--- config.mk ---
export PLATFORM = sky130hd
export DESIGN_NAME = apb_master_arbiter
export DESIGN_NICKNAME = d
export VERILOG_FILES = /design/src/rtl/apb_master_arbiter.sv
export SDC_FILE = /design/constraint.sdc
export NUM_CORES = 1
export LEC_CHECK = 0
export BUFFER_PORTS_ARGS = -buffer_cell sky130_fd_sc_hd__buf_2
export CORE_AREA = 2 2 118 120
export DETAILED_ROUTE_END_ITERATION = 7
export DIE_AREA = 0 0 120 122
export MAX_ROUTING_LAYER = met4
export SKIP_CTS_REPAIR_TIMING = 1
export SLEW_MARGIN = 30
export SYNTH_ARGS = -nofsm -noshare
export SYNTH_HDL_FRONTEND = slang
export SYNTH_SLANG_ARGS = --single-unit
--- constraint.sdc ---
create_clock -name clk -period 1.58 [get_ports clk]
set_clock_uncertainty 0.05 [all_clocks]
set_input_delay 0.316 -clock clk [delete_from_list [all_inputs] [get_ports clk]]
set_output_delay 0.316 -clock clk [all_outputs]
set_load 0.1 [all_outputs]
--- src/rtl/apb_master_arbiter.sv ---
`default_nettype none
// ============================================================================
// Module   : apb_master_arbiter
// Brief    : Two-master, one-target APB arbiter, round-robin, held per
//            transaction. Optional watchdog: define APB_ARB_TIMEOUT_EN.
// Revision : 1.0 - initial release
// ============================================================================
module apb_master_arbiter #(
    parameter int TIMEOUT_CYCLES = 255,
    parameter int TIMEOUT_WIDTH  = 8
) (
    input  logic        clk,
    input  logic        clk__enable,
    input  logic        reset,
    input  logic [31:0] m0_apb_request__paddr,
    input  logic        m0_apb_request__penable,
    input  logic        m0_apb_request__psel,
    input  logic        m0_apb_request__pwrite,
    input  logic [31:0] m0_apb_request__pwdata,
    output logic [31:0] m0_apb_response__prdata,
    output logic        m0_apb_response__pready,
    output logic        m0_apb_response__perr,
    input  logic [31:0] m1_apb_request__paddr,
    input  logic        m1_apb_request__penable,
    input  logic        m1_apb_request__psel,
    input  logic        m1_apb_request__pwrite,
    input  logic [31:0] m1_apb_request__pwdata,
    output logic [31:0] m1_apb_response__prdata,
    output logic        m1_apb_response__pready,
    output logic        m1_apb_response__perr,
    output logic [31:0] apb_request__paddr,
    output logic        apb_request__penable,
    output logic        apb_request__psel,
    output logic        apb_request__pwrite,
    output logic [31:0] apb_request__pwdata,
    input  logic [31:0] apb_response__prdata,
    input  logic        apb_response__pready,
    input  logic        apb_response__perr,
    output logic [1:0]  grant
);

    localparam logic [1:0] c_st_idle   = 2'd0;
    localparam logic [1:0] c_st_setup  = 2'd1;
    localparam logic [1:0] c_st_access = 2'd2;

    logic [1:0]  r_state;
    logic [1:0]  w_state_next;
    logic        r_owner;
    logic        r_last_owner;
    logic        r_grant_valid;
    logic        w_req0;
    logic        w_req1;
    logic        w_winner;
    logic        w_take;
    logic        w_target_done;
    logic        w_timeout;
    logic        w_complete;
    logic        w_resp_valid;
    logic        w_resp_perr;
    logic [31:0] w_resp_prdata;
    logic        w_unused_penable;

    // The arbiter regenerates the access phase itself, so master penable is ignored.
    assign w_unused_penable = m0_apb_request__penable ^ m1_apb_request__penable;

    if (TIMEOUT_CYCLES >= (2 ** TIMEOUT_WIDTH)) begin : g_bad_timeout_cfg
        $error("apb_master_arbiter: TIMEOUT_CYCLES must be below 2**TIMEOUT_WIDTH");
    end

    assign w_req0        = m0_apb_request__psel;
    assign w_req1        = m1_apb_request__psel;
    assign w_winner      = (w_req0 && w_req1) ? ~r_last_owner : w_req1;
    assign w_take        = (r_state == c_st_idle) && (w_req0 || w_req1);
    assign w_target_done = (r_state == c_st_access) && apb_response__pready;
    assign w_complete    = w_target_done || w_timeout;

`ifdef APB_ARB_TIMEOUT_EN
    localparam logic [TIMEOUT_WIDTH-1:0] c_timeout = TIMEOUT_WIDTH'(TIMEOUT_CYCLES);

    logic [TIMEOUT_WIDTH-1:0] r_timeout_cnt;

    always_ff @(posedge clk) begin
        if (clk__enable) begin
            if (reset || w_take) begin
                r_timeout_cnt <= '0;
            end else if ((r_state == c_st_access) && !apb_response__pready) begin
                r_timeout_cnt <= r_timeout_cnt + 1'b1;
            end
        end
    end

    // A target pready in the same cycle wins over the forced error completion.
    assign w_timeout = (r_state == c_st_access) && !apb_response__pready &&
                       (r_timeout_cnt == c_timeout);
`else
    assign w_timeout = 1'b0;
`endif

    always_ff @(posedge clk) begin
        if (clk__enable) begin
            if (reset) begin
                r_state       <= c_st_idle;
                r_owner       <= 1'b0;
                r_last_owner  <= 1'b1;
                r_grant_valid <= 1'b0;
            end else begin
                r_state       <= w_state_next;
                r_grant_valid <= (w_state_next != c_st_idle);
                if (w_take) begin
                    r_owner      <= w_winner;
                    r_last_owner <= w_winner;
                end
            end
        end
    end

    always_comb begin
        w_state_next = r_state;
        case (r_state)
            c_st_idle:   if (w_take) w_state_next = c_st_setup;
            c_st_setup:  w_state_next = c_st_access;
            c_st_access: if (w_complete) w_state_next = c_st_idle;
            default:     w_state_next = c_st_idle;
        endcase
    end

    always_comb begin
        apb_request__psel    = (r_state == c_st_setup) || (r_state == c_st_access);
        apb_request__penable = (r_state == c_st_access);
        apb_request__paddr   = r_owner ? m1_apb_request__paddr  : m0_apb_request__paddr;
        apb_request__pwrite  = r_owner ? m1_apb_request__pwrite : m0_apb_request__pwrite;
        apb_request__pwdata  = r_owner ? m1_apb_request__pwdata : m0_apb_request__pwdata;

        // Reset abandons an in-flight transfer without answering its owner.
        w_resp_valid  = w_complete && !reset;
        w_resp_prdata = w_target_done ? apb_response__prdata : 32'd0;
        w_resp_perr   = w_target_done ? apb_response__perr : w_timeout;

        m0_apb_response__pready = w_resp_valid && !r_owner;
        m0_apb_response__perr   = m0_apb_response__pready && w_resp_perr;
        m0_apb_response__prdata = m0_apb_response__pready ? w_resp_prdata : 32'd0;
        m1_apb_response__pready = w_resp_valid && r_owner;
        m1_apb_response__perr   = m1_apb_response__pready && w_resp_perr;
        m1_apb_response__prdata = m1_apb_response__pready ? w_resp_prdata : 32'd0;

        grant = r_grant_valid ? (r_owner ? 2'b10 : 2'b01) : 2'b00;
    end

endmodule
`default_nettype wire

==> results.tsv <==
stage	metric	value	unit
outcome	run status	finished with violations	
outcome	failing checks	setup timing	
setup_path	Worst R2R Path Depth	5	
clock_network	Clk pin slew, worst setup/hold paths	30	ps
cells_and_area	FILL cells	1206	
cells_and_area	Final #Nets	679	
setup_path	critical path type	flop to primary output	
setup_path	FF-to-FF End	r_grant_valid$_SDFFCE_PP0P_	
synthesis	top post-synthesis cells by area	mux2_4, and2_1, mux2_2, edfxtp_1, buf_6	
setup_path	critical path fanouts, max	8	
setup_path	total stage count of the critical path	8	
timing	fin crit period	2110	ps
power	Cell Pwr Density	520	nW/um^2
clock_network	Num CTS Buffers	3	
routing	1st-pass router iterations	4	
clock_network	TritonCTS Sinks	5	
timing	Slew HR	88.0	%
power	maximum VDD drop	351	uV
global_route	grt ovf	0	
min_path	worst min-delay path category	primary input to flop	
cells_and_area	Final Cell Area	6350	um^2
placement	Post-DP Area	5870	um^2
timing	Worst Tran Pin Value	180	ps
setup_path	critical path's largest stage delay	400	ps
cells_and_area	antenna cell count	0	
power	leakage power	3.12	nW
floorplan	chip width	120	um
placement	input/output buffers	305	
clock_network	CTS tree	done	
global_route	number of global-route vias before repair	2548	
synthesis	sequential fraction of the synthesis area	8.80	%
setup_path	Bufs and invs on worst path	4	
placement	Final GP Congestion	0.734	
global_route	initial antenna violation count	0	
synthesis	Post-Synthesis Cells	176	
synthesis	area of the mapped netlist	1710	um^2
setup_path	crit path capture type	primary output	
synthesis	count leader, synth	and2_1	
clock_network	CTS root buf	clkbuf_16	
setup_path	CP top delay family	buffers and inverters	
clock_network	clk_lat worst skew	230	ps
floorplan	Die Y-Extent	122	um
synthesis	register bit total from synthesis	5	
global_route	largest net degree at the start of global routing	35	
setup_path	startpoint class of the critical path	flop	
synthesis	asr flop ratio synth	0	%
timing	max-slew violations	0	
cells_and_area	Multi-input gate area	1770	um^2
setup_path	CP max-delay cell	edfxtp_1	
synthesis	Avg Synthesized Cell Area	9.69	um^2
floorplan	Initial Utilization	12.6	%
synthesis	Main synth FF type	edfxtp_1	
setup_path	RR Startpoint	r_state[1]$_SDFFCE_PP0P_	
setup_path	Critical Path, Cell by Cell	inv_2 > ha_4 > nand2_4 > nor3b_4 > buf_4 > buf_6 > and2_4 > buf_12	
routing	Via Count	2594	
flow_run	# Max-Cap Violations	0	
clock_network	H-tree levels	1	
clock_network	Clock Path Buffers	2	
cells_and_area	P&R area growth vs syn	272	%
routing	DR iter-0 viols	61	
synthesis	Yosys warning total	0	
synthesis	Mapped Nets	350	
floorplan	Die ar.	14600	um^2
setup_path	CP arrival	1740	ps
routing	drt wl/cell	15.4	um
timing	RSZ-0062 raised after global routing	yes	
setup_path	Critical Path Source	r_state[0]$_SDFFCE_PP0P_	
placement	HPWL after DPL	8780	um
synthesis	top cell type's share of synthesized area	24.7	%
timing	final setup vio count	136	
routing	WL final	10500	um
floorplan	core area	13500	um^2
setup_path	Worst EP required	1210	ps
timing	Final Cycle Share	133	%
setup_path	R2R setup slack	50	ps
synthesis	Post-synth EDFFs	5	
synthesis	top cells by count, synth	and2_1, mux2_2, mux2_4	
global_route	GRT Total Usage	12.3	%
routing	DR vias/cell	3.79	
setup_path	CP endpoint	m1_apb_response__prdata[16]	
routing	antenna-violating nets left	0	
synthesis	largest area contributor in the netlist	mux2_4	
timing	PnR worst setup slack	-525	ps
synthesis	synth unique cells	21	
cells_and_area	fraction of layout cells with a size suffix above 1	95.8	%
floorplan	Ports	308	
cells_and_area	Reg area	150	um^2
routing	DRC viols	0	
timing	Fin. Hold Viols	0	
global_route	first-pass GRT wire length	13800	um
floorplan	FP Rows	43	
power	Tot Pwr	3.30	mW
timing	Fmax	475	MHz
final cells by class:
type / instances / area share (%)
multi-input combinational: 154 / 27.9
clock buffer: 4 / 1.24
timing repair buffer: 339 / 64.8
inverter: 2 / 0.118
tap: 180 / 3.55
sequential: 5 / 2.36
through the flow:
stage | utilization (%) | hold slack [ps] | std cells | worst slack (ps) | setup TNS [ps]
after CTS | 44.0 | 310 | 669 | -583 | -53000
after global placement | 43.5 | 531 | 665 | -292 | -19050
final | 47.0 | 309 | 684 | -525 | -52120
after global routing | 47.0 | 309 | 684 | -610 | -58720
after floorplan | - | 378 | 176 | -703 | -40760
after detailed placement | 43.5 | 543 | 665 | -339 | -20730
state kept, by name, indices dropped and copies added (netlist names):
signal / cells
r_grant_valid: 1
r_last_owner: 1
r_owner: 1
r_state: 2
kinds of logic after synthesis:
kind of cell | synth area share (%)
compound gates | 1.83
fa+ha+maj | 2.20
buf+inv | 7.70
flops | 8.80
mux | 49.1
simple gates | 30.4
worst min path at each step:
stage | startpoint | to | slack [ps] | cells after the start
3_5_place_dp | clk__enable | r_grant_valid$_SDFFCE_PP0P_ | 540 | 1
2_1_floorplan | clk__enable | r_grant_valid$_SDFFCE_PP0P_ | 380 | 0
5_1_grt | clk__enable | r_grant_valid$_SDFFCE_PP0P_ | 310 | 1
3_3_place_gp | clk__enable | r_grant_valid$_SDFFCE_PP0P_ | 530 | 1
6_report | clk__enable | r_grant_valid$_SDFFCE_PP0P_ | 310 | 1
4_1_cts | clk__enable | r_grant_valid$_SDFFCE_PP0P_ | 310 | 1
placed cells by master (no fill, tap or decap), types with 2 or more instances in the layout:
cell and count:
buf_2 168, buf_12 146, and2_4 67, mux2_4 65, clkbuf_16 10, buf_4 10, nor2_1 5, edfxtp_1 5
buf_6 4, buf_8 4, o21a_1 2, nand2_1 2, ha_4 2
report_power, final:
group | switching, mW | total [mW] | internal (mW) | leakage (nW)
Combinational | 1.61 | 2.72 | 1.11 | 3.03
Clock | 0.0823 | 0.417 | 0.334 | 0.0382
Sequential | 0.00764 | 0.165 | 0.158 | 0.0496
routing by layer:
| metal | routed length, um | vias to the layer above | track usage, % |
|---|---|---|---|
| met3 | 766 | 2 | 2.29 |
| met1 | 3950 | 1205 | 14.1 |
| met4 | 18 | 0 | 0.882 |
| li1 | - | 1252 | - |
| met2 | 5810 | 135 | 22.9 |
| met5 | 0 | - | - |
No activity file was read; power rests on OpenSTA's default activity.
